## src/rtl/fb_addr_arbiter_512_if.sv

```systemverilog
// Address-channel bundle shared by the frame-buffer write engine, the
// frame-buffer read engine, the DDR controller port and the arbiter.
// master: arbiter view. slave: surrounding engines / controller view.
interface fb_addr_arbiter_512_if;
   logic        wr_avalid;
   logic [31:0] wr_addr;
   logic        wr_aready;
   logic        wr_last_beat;
   logic        rd_avalid;
   logic [31:0] rd_addr;
   logic        rd_aready;
   logic        rd_last_beat;
   logic        ddr_avalid;
   logic        ddr_aready;
   logic [31:0] ddr_aaddr;
   logic        ddr_atype;
   logic [7:0]  ddr_alen;
   logic [2:0]  wr_outstanding;
   logic [2:0]  rd_outstanding;
   logic        cnt_err;

   modport master (
      input  wr_avalid, wr_addr, wr_last_beat,
      input  rd_avalid, rd_addr, rd_last_beat,
      input  ddr_aready,
      output wr_aready, rd_aready,
      output ddr_avalid, ddr_aaddr, ddr_atype, ddr_alen,
      output wr_outstanding, rd_outstanding, cnt_err
   );

   modport slave (
      output wr_avalid, wr_addr, wr_last_beat,
      output rd_avalid, rd_addr, rd_last_beat,
      output ddr_aready,
      input  wr_aready, rd_aready,
      input  ddr_avalid, ddr_aaddr, ddr_atype, ddr_alen,
      input  wr_outstanding, rd_outstanding, cnt_err
   );
endinterface

```

## src/rtl/fb_addr_arbiter_512.sv

```systemverilog
// Arbitrates the single DDR address channel between the frame-buffer write
// and read engines. One burst address in flight at a time; reads win
// contention up to MAX_RD_STREAK times in a row, then a write is forced.
// Outstanding bursts per direction are bounded by data-completion counters.
module fb_addr_arbiter_512 #(
   parameter int BURST_LEN     = 32,
   parameter int MAX_OUT_WR    = 2,
   parameter int MAX_OUT_RD    = 4,
   parameter int MAX_RD_STREAK = 3
) (
   input  logic                          axi_clk,
   input  logic                          rst,
   fb_addr_arbiter_512_if.master         bus
);

   typedef enum logic [0:0] {
      ST_IDLE  = 1'b0,
      ST_ISSUE = 1'b1
   } state_t;

   state_t      state_q,      state_d;
   logic        avalid_q,     avalid_d;
   logic [31:0] aaddr_q,      aaddr_d;
   logic        atype_q,      atype_d;
   logic        wr_aready_q,  wr_aready_d;
   logic        rd_aready_q,  rd_aready_d;
   logic [2:0]  wr_out_q,     wr_out_d;
   logic [2:0]  rd_out_q,     rd_out_d;
   logic [3:0]  rd_streak_q,  rd_streak_d;
   logic        cnt_err_q,    cnt_err_d;

   logic        wr_elig_s;
   logic        rd_elig_s;
   logic        grant_wr_s;
   logic        grant_rd_s;

   // Next outstanding count: a grant adds one, a completion removes one,
   // a completion with nothing outstanding is dropped (flagged elsewhere).
   function automatic logic [2:0] cnt_next(input logic [2:0] cnt,
                                           input logic       inc,
                                           input logic       dec);
      logic dec_ok;
      logic [2:0] res;
      dec_ok = dec & (cnt != 3'd0);
      if (inc && !dec_ok) begin
         res = cnt + 3'd1;
      end else if (!inc && dec_ok) begin
         res = cnt - 3'd1;
      end else begin
         res = cnt;
      end
      return res;
   endfunction

   // Request eligibility: a direction at its outstanding limit waits.
   always_comb begin
      wr_elig_s = bus.wr_avalid & (wr_out_q < 3'(MAX_OUT_WR));
      rd_elig_s = bus.rd_avalid & (rd_out_q < 3'(MAX_OUT_RD));
   end

   // Arbitration FSM: selection in IDLE, hold the address in ISSUE.
   always_comb begin
      state_d     = state_q;
      avalid_d    = avalid_q;
      aaddr_d     = aaddr_q;
      atype_d     = atype_q;
      rd_streak_d = rd_streak_q;
      wr_aready_d = 1'b0;
      rd_aready_d = 1'b0;
      grant_wr_s  = 1'b0;
      grant_rd_s  = 1'b0;
      case (state_q)
         ST_IDLE: begin
            if (rd_elig_s && wr_elig_s) begin
               if (rd_streak_q < 4'(MAX_RD_STREAK)) begin
                  grant_rd_s  = 1'b1;
                  rd_streak_d = rd_streak_q + 4'd1;
               end else begin
                  grant_wr_s  = 1'b1;
                  rd_streak_d = 4'd0;
               end
            end else if (rd_elig_s) begin
               // No competing write: streak is left where it is.
               grant_rd_s = 1'b1;
            end else if (wr_elig_s) begin
               grant_wr_s  = 1'b1;
               rd_streak_d = 4'd0;
            end else begin
               state_d = ST_IDLE;
            end

            if (grant_rd_s) begin
               aaddr_d     = bus.rd_addr;
               atype_d     = 1'b0;
               avalid_d    = 1'b1;
               rd_aready_d = 1'b1;
               state_d     = ST_ISSUE;
            end else if (grant_wr_s) begin
               aaddr_d     = bus.wr_addr;
               atype_d     = 1'b1;
               avalid_d    = 1'b1;
               wr_aready_d = 1'b1;
               state_d     = ST_ISSUE;
            end else begin
               avalid_d = 1'b0;
            end
         end
         ST_ISSUE: begin
            if (bus.ddr_aready) begin
               avalid_d = 1'b0;
               state_d  = ST_IDLE;
            end else begin
               avalid_d = 1'b1;
            end
         end
         default: begin
            avalid_d = 1'b0;
            state_d  = ST_IDLE;
         end
      endcase
   end

   // Outstanding-burst counters and sticky underflow flag.
   always_comb begin
      wr_out_d  = cnt_next(wr_out_q, grant_wr_s, bus.wr_last_beat);
      rd_out_d  = cnt_next(rd_out_q, grant_rd_s, bus.rd_last_beat);
      cnt_err_d = cnt_err_q
                | (bus.wr_last_beat & (wr_out_q == 3'd0))
                | (bus.rd_last_beat & (rd_out_q == 3'd0));
   end

   // State and output registers; reset drops the address valid immediately.
   always_ff @(posedge axi_clk or posedge rst) begin
      if (rst) begin
         state_q     <= ST_IDLE;
         avalid_q    <= 1'b0;
         aaddr_q     <= 32'd0;
         atype_q     <= 1'b0;
         wr_aready_q <= 1'b0;
         rd_aready_q <= 1'b0;
         wr_out_q    <= 3'd0;
         rd_out_q    <= 3'd0;
         rd_streak_q <= 4'd0;
         cnt_err_q   <= 1'b0;
      end else begin
         state_q     <= state_d;
         avalid_q    <= avalid_d;
         aaddr_q     <= aaddr_d;
         atype_q     <= atype_d;
         wr_aready_q <= wr_aready_d;
         rd_aready_q <= rd_aready_d;
         wr_out_q    <= wr_out_d;
         rd_out_q    <= rd_out_d;
         rd_streak_q <= rd_streak_d;
         cnt_err_q   <= cnt_err_d;
      end
   end

   assign bus.ddr_avalid     = avalid_q;
   assign bus.ddr_aaddr      = aaddr_q;
   assign bus.ddr_atype      = atype_q;
   assign bus.ddr_alen       = 8'(BURST_LEN - 1);
   assign bus.wr_aready      = wr_aready_q;
   assign bus.rd_aready      = rd_aready_q;
   assign bus.wr_outstanding = wr_out_q;
   assign bus.rd_outstanding = rd_out_q;
   assign bus.cnt_err        = cnt_err_q;

endmodule

```

## src/flat_wrapper.sv

```systemverilog
// flat-port wrapper written by rule: the top's interface ports become plain ports
module fb_addr_arbiter_512_flat 
#(
   parameter int BURST_LEN     = 32,
   parameter int MAX_OUT_WR    = 2,
   parameter int MAX_OUT_RD    = 4,
   parameter int MAX_RD_STREAK = 3
)
  (axi_clk, rst, bus_wr_avalid, bus_wr_addr, bus_wr_last_beat, bus_rd_avalid, bus_rd_addr, bus_rd_last_beat, bus_ddr_aready, bus_wr_aready, bus_rd_aready, bus_ddr_avalid, bus_ddr_aaddr, bus_ddr_atype, bus_ddr_alen, bus_wr_outstanding, bus_rd_outstanding, bus_cnt_err);
  fb_addr_arbiter_512_if bus_i ();
  input  logic axi_clk;
  input  logic rst;
  input wire logic [$bits(bus_i.wr_avalid)-1:0] bus_wr_avalid;
  input wire logic [$bits(bus_i.wr_addr)-1:0] bus_wr_addr;
  input wire logic [$bits(bus_i.wr_last_beat)-1:0] bus_wr_last_beat;
  input wire logic [$bits(bus_i.rd_avalid)-1:0] bus_rd_avalid;
  input wire logic [$bits(bus_i.rd_addr)-1:0] bus_rd_addr;
  input wire logic [$bits(bus_i.rd_last_beat)-1:0] bus_rd_last_beat;
  input wire logic [$bits(bus_i.ddr_aready)-1:0] bus_ddr_aready;
  output wire logic [$bits(bus_i.wr_aready)-1:0] bus_wr_aready;
  output wire logic [$bits(bus_i.rd_aready)-1:0] bus_rd_aready;
  output wire logic [$bits(bus_i.ddr_avalid)-1:0] bus_ddr_avalid;
  output wire logic [$bits(bus_i.ddr_aaddr)-1:0] bus_ddr_aaddr;
  output wire logic [$bits(bus_i.ddr_atype)-1:0] bus_ddr_atype;
  output wire logic [$bits(bus_i.ddr_alen)-1:0] bus_ddr_alen;
  output wire logic [$bits(bus_i.wr_outstanding)-1:0] bus_wr_outstanding;
  output wire logic [$bits(bus_i.rd_outstanding)-1:0] bus_rd_outstanding;
  output wire logic [$bits(bus_i.cnt_err)-1:0] bus_cnt_err;
  assign bus_i.wr_avalid = bus_wr_avalid;
  assign bus_i.wr_addr = bus_wr_addr;
  assign bus_i.wr_last_beat = bus_wr_last_beat;
  assign bus_i.rd_avalid = bus_rd_avalid;
  assign bus_i.rd_addr = bus_rd_addr;
  assign bus_i.rd_last_beat = bus_rd_last_beat;
  assign bus_i.ddr_aready = bus_ddr_aready;
  assign bus_wr_aready = bus_i.wr_aready;
  assign bus_rd_aready = bus_i.rd_aready;
  assign bus_ddr_avalid = bus_i.ddr_avalid;
  assign bus_ddr_aaddr = bus_i.ddr_aaddr;
  assign bus_ddr_atype = bus_i.ddr_atype;
  assign bus_ddr_alen = bus_i.ddr_alen;
  assign bus_wr_outstanding = bus_i.wr_outstanding;
  assign bus_rd_outstanding = bus_i.rd_outstanding;
  assign bus_cnt_err = bus_i.cnt_err;
  fb_addr_arbiter_512 #(.BURST_LEN(BURST_LEN), .MAX_OUT_WR(MAX_OUT_WR), .MAX_OUT_RD(MAX_OUT_RD), .MAX_RD_STREAK(MAX_RD_STREAK)) u_core (.axi_clk(axi_clk), .rst(rst), .bus(bus_i));
endmodule
```

## config.mk

```make
export PLATFORM = sky130hd
export DESIGN_NAME = fb_addr_arbiter_512_flat
export DESIGN_NICKNAME = d
export VERILOG_FILES = /design/src/rtl/fb_addr_arbiter_512_if.sv /design/src/rtl/fb_addr_arbiter_512.sv /design/src/flat_wrapper.sv
export SDC_FILE = /design/constraint.sdc
export NUM_CORES = 1
export LEC_CHECK = 0
export CAP_MARGIN = 20
export CORE_UTILIZATION = 39
export CTS_BUF_LIST = sky130_fd_sc_hd__clkbuf_16
export CTS_CLUSTER_SIZE = 28
export DETAILED_ROUTE_END_ITERATION = 8
export HOLD_SLACK_MARGIN = 0.06
export PLACE_DENSITY = 0.8
export SYNTH_ARGS = -nofsm -noshare
export SYNTH_HDL_FRONTEND = slang
export SYNTH_SLANG_ARGS = --single-unit
```

## constraint.sdc

```tcl
create_clock -name axi_clk -period 2.6 [get_ports axi_clk]
set_input_delay 0.52 -clock axi_clk [delete_from_list [all_inputs] [get_ports axi_clk]]
set_output_delay 0.52 -clock axi_clk [all_outputs]
set_load 0.01 [all_outputs]
```

==> results.sh, run 1 <==
export IMPL_place_ws_ps=25.67
export IMPL_cts_sinks=47
export IMPL_power_total_mw=3.769
export IMPL_slowest_delay_ps=490
export IMPL_syn2layout_area_growth_pct=55.62
export IMPL_post_dp_cell_area_sq_mm=0.003416
export IMPL_p_leak_nw=1.490
export IMPL_avgRoutedWirePerCell_um=16.58
export IMPL_r2r_start="u_core.rd_streak_q[0]"
export IMPL_slew_headroom_pct=59.95
export IMPL_via_count=1875
export IMPL_cts_hold_fix_buffers=0
export IMPL_yosysTopAreaCell="dfrtp_1"
export IMPL_ios=122
export IMPL_postSynthAreaPerCell_sq_um=12.97
export IMPL_path_max_fanout=2
export IMPL_fin_crit_ps=2294
export IMPL_startpoint="bus_wr_avalid"
export IMPL_cts_buffers=5
export IMPL_final_antenna_net_count=0
export IMPL_p_int_mw=2.530
export IMPL_rows=27
export IMPL_cp_common_cell="xor2_1"
export IMPL_ys_top_cells_by_count="47 x dfrtp_1, 33 x a221o_1, 32 x nor3b_1, 8 x buf_4, 7 x buf_2"
export IMPL_htree_levels=2
export IMPL_worst_slack_ps=306.2
export IMPL_synthCells=176
export IMPL_synth_top_cell_area_share_pct=51.51
export IMPL_final_hold_viol_count=0
export IMPL_cp_required_ps=2800
export IMPL_core_area_sq_mm=0.005574
export IMPL_synth_seq_cells=47
export IMPL_cp_top_family="adder cells"
export IMPL_ys_seq_area_share_pct=51.51
export IMPL_clk_pin_slew_ps=60
export IMPL_root_buffer="clkbuf_16"
export IMPL_finalWirelength_um=5970
export IMPL_rsz0062_at_grt="no"
export IMPL_nNetsFinal=363
export IMPL_fmax_mhz=436.0
export IMPL_hpwl_um=4169
export IMPL_gp_congestion=0.7351
export IMPL_port_buffers=113
export IMPL_power_frac_clock_pct=15.6
export IMPL_ys_flop_type="dfrtp_1"
export IMPL_fin_crit_sh_pct=88.22
export IMPL_worst_path_stages=9
export IMPL_cts_tree="done"
export IMPL_path_buf_inv=2
export IMPL_slowest_stage="clkdlybuf4s50_1"
export IMPL_drt_pass1_iter_count=4
export IMPL_path_cells="clkdlybuf4s50_1 > nor4b_4 > a21boi_4 > ha_1 > inv_1 > fa_1 > xor2_1 > nor2_1 > xor2_1"
export IMPL_finalInstanceArea_sq_mm=0.003553
export IMPL_clkLatencyLatePin_ps=270
export IMPL_viasPerCell=5.208
export IMPL_slew_violations=0
export IMPL_grt_ovfl_total=0
export IMPL_cp_arrival_ps=2490
export IMPL_ff2ff_path_depth=9
export IMPL_antenna_found_initial=0
export IMPL_powerDensity_mw_per_mm2=1061
export IMPL_drtIter0Drc=70
export IMPL_syn_area_sq_mm=0.002283
export IMPL_hold_ws_ps=486.3
export IMPL_initial_core_util_pct=40.97
export IMPL_p_switching_mw=1.239
export IMPL_yosys_top_cells_area="dfrtp_1 52%, a221o_1 14%, nor3b_1 11%, buf_6 3.0%, buf_4 2.6%"
export IMPL_hold_class="flop to flop"
export IMPL_grt_pass1_wl_um=9756
export IMPL_track_usage_pct=20.05
export IMPL_drc=0
export IMPL_post_route_util_pct=63.75
export IMPL_yosysWarnings=0
export IMPL_place_inst=352
export IMPL_ctsResizeCount=0
export IMPL_r2r_setup_slack_ps=390
export IMPL_grt_pass1_vias=2019
export IMPL_pwr_share_seq_pct=34.4
export IMPL_die_h_um=78.52
export IMPL_yosysMostFrequentCell="dfrtp_1"
export IMPL_setup_viol=0
export IMPL_drive_above_1_share_pct=6.944
export IMPL_worst_pin_slew_ps=600.7
export IMPL_die_w_um=78.52
export IMPL_n_antenna_cell=0
export IMPL_cts_path_max_buffers=2
export IMPL_p_comb_share_pct=50.0
export IMPL_cts_setup_buffers=0
export IMPL_r2r_end="u_core.bus.rd_outstanding[2]"
export IMPL_crit_type="input pin to flop"
export IMPL_ys_types=28
export IMPL_ir_drop_uv=498.3
export IMPL_async_flop_share_pct=100.0
export IMPL_synth_edff_count=0
export IMPL_grt_max_degree=48
export IMPL_skew_ps=2.891
export IMPL_maxCapViolations=0
export IMPL_crit_end="u_core.bus.wr_outstanding[2]"
export IMPL_status="completed"
export IMPL_start_kind="input pin"
export IMPL_fin_setup_tns_ps=0
export IMPL_end_kind="flop"
export IMPL_swShare_pct=32.87
export IMPL_die_area_sq_mm=0.006165
export IMPL_final_cells=360
[worst min path at each step]
stage / startpoint / end / slack [ps] / cells past startpoint
final: u_core.rd_streak_q[0] / u_core.rd_streak_q[0] / 490 / 1
after floorplan: u_core.rd_streak_q[0] / u_core.rd_streak_q[0] / 460 / 1
after detailed placement: u_core.bus.cnt_err / u_core.bus.cnt_err / 470 / 1
after CTS: u_core.rd_streak_q[0] / u_core.rd_streak_q[0] / 490 / 1
after global placement: u_core.bus.ddr_atype / u_core.bus.ddr_atype / 470 / 1
after global routing: u_core.rd_streak_q[0] / u_core.rd_streak_q[0] / 510 / 1
[power by group through the flow]
stage	registers, mW	logic [mW]	clock network [mW]
after detailed placement	1.31	1.91	0
after global routing	1.34	2.06	0.638
after floorplan	1.41	0.901	0
after global placement	1.28	1.87	0
after CTS	1.30	1.92	0.614
final	1.30	1.88	0.588
[cell type report]
type | instances | area, sq um
Multi-Input combinational cell | 108 | 950.9
Clock inverter | 3 | 12.51
Clock buffer | 5 | 125.1
Tap cell | 72 | 90.09
Inverter | 6 | 22.52
Sequential cell | 47 | 1176
Fill cell | 453 | 2021
Timing Repair Buffer | 119 | 1176
[kinds of logic after synthesis]
kind of cell	count (synthesis)	synth area share, %
flops	47	51.51
simple gates	47	15.62
compound gates	39	17.32
buf+inv	27	8.109
xor+xnor	6	2.301
fa+ha+maj	5	3.398
mux	3	1.425
other cells	2	0.3289
[registers in the layout, indices dropped and copies added, names as in the netlist]
signal                     cells
u_core.bus.cnt_err             1
u_core.bus.ddr_aaddr          32
u_core.bus.ddr_atype           1
u_core.bus.rd_aready           1
u_core.bus.rd_outstanding      3
u_core.bus.wr_aready           1
u_core.bus.wr_outstanding      3
u_core.rd_streak_q             4
u_core.state_q                 1
[cells in the final DEF (no fill, tap or decap), drive strengths merged]
cell type,n
mux2i,1
ha,3
dfrtp,47
nor3b,33
nand2b,2
o21ai,2
nor4b,1
nor2,3
nand4,1
o41a,1
inv,8
buf,6
conb,8
fa,2
xor2,4
a221o,33
nand3,1
clkdlybuf4s50,113
nor2b,3
a21o,1
nor3,3
mux2,2
clkbuf,5
xnor2,2
a21boi,2
clkinv,1
[metal layers]
layer  vias to the layer above  share of wire, %  GRT usage, %
met5                         -                 0             0
met4                         0              0.23         2.222
met3                         2               6.5         5.349
met2                        81                49         34.52
met1                       919                44         25.90
li1                        873                 -             -
(Power assumes the default switching activity.)
==> run 2: changes to the inputs <==
--- a/config.mk
+++ b/config.mk
@@ -8,7 +8,6 @@
 export CAP_MARGIN = 20
 export CORE_UTILIZATION = 39
 export CTS_BUF_LIST = sky130_fd_sc_hd__clkbuf_16
-export CTS_CLUSTER_SIZE = 28
 export DETAILED_ROUTE_END_ITERATION = 8
 export HOLD_SLACK_MARGIN = 0.06
 export PLACE_DENSITY = 0.8
==> results of run 2 <==
Final layout, timing and power as in run 1 (identical DEF).
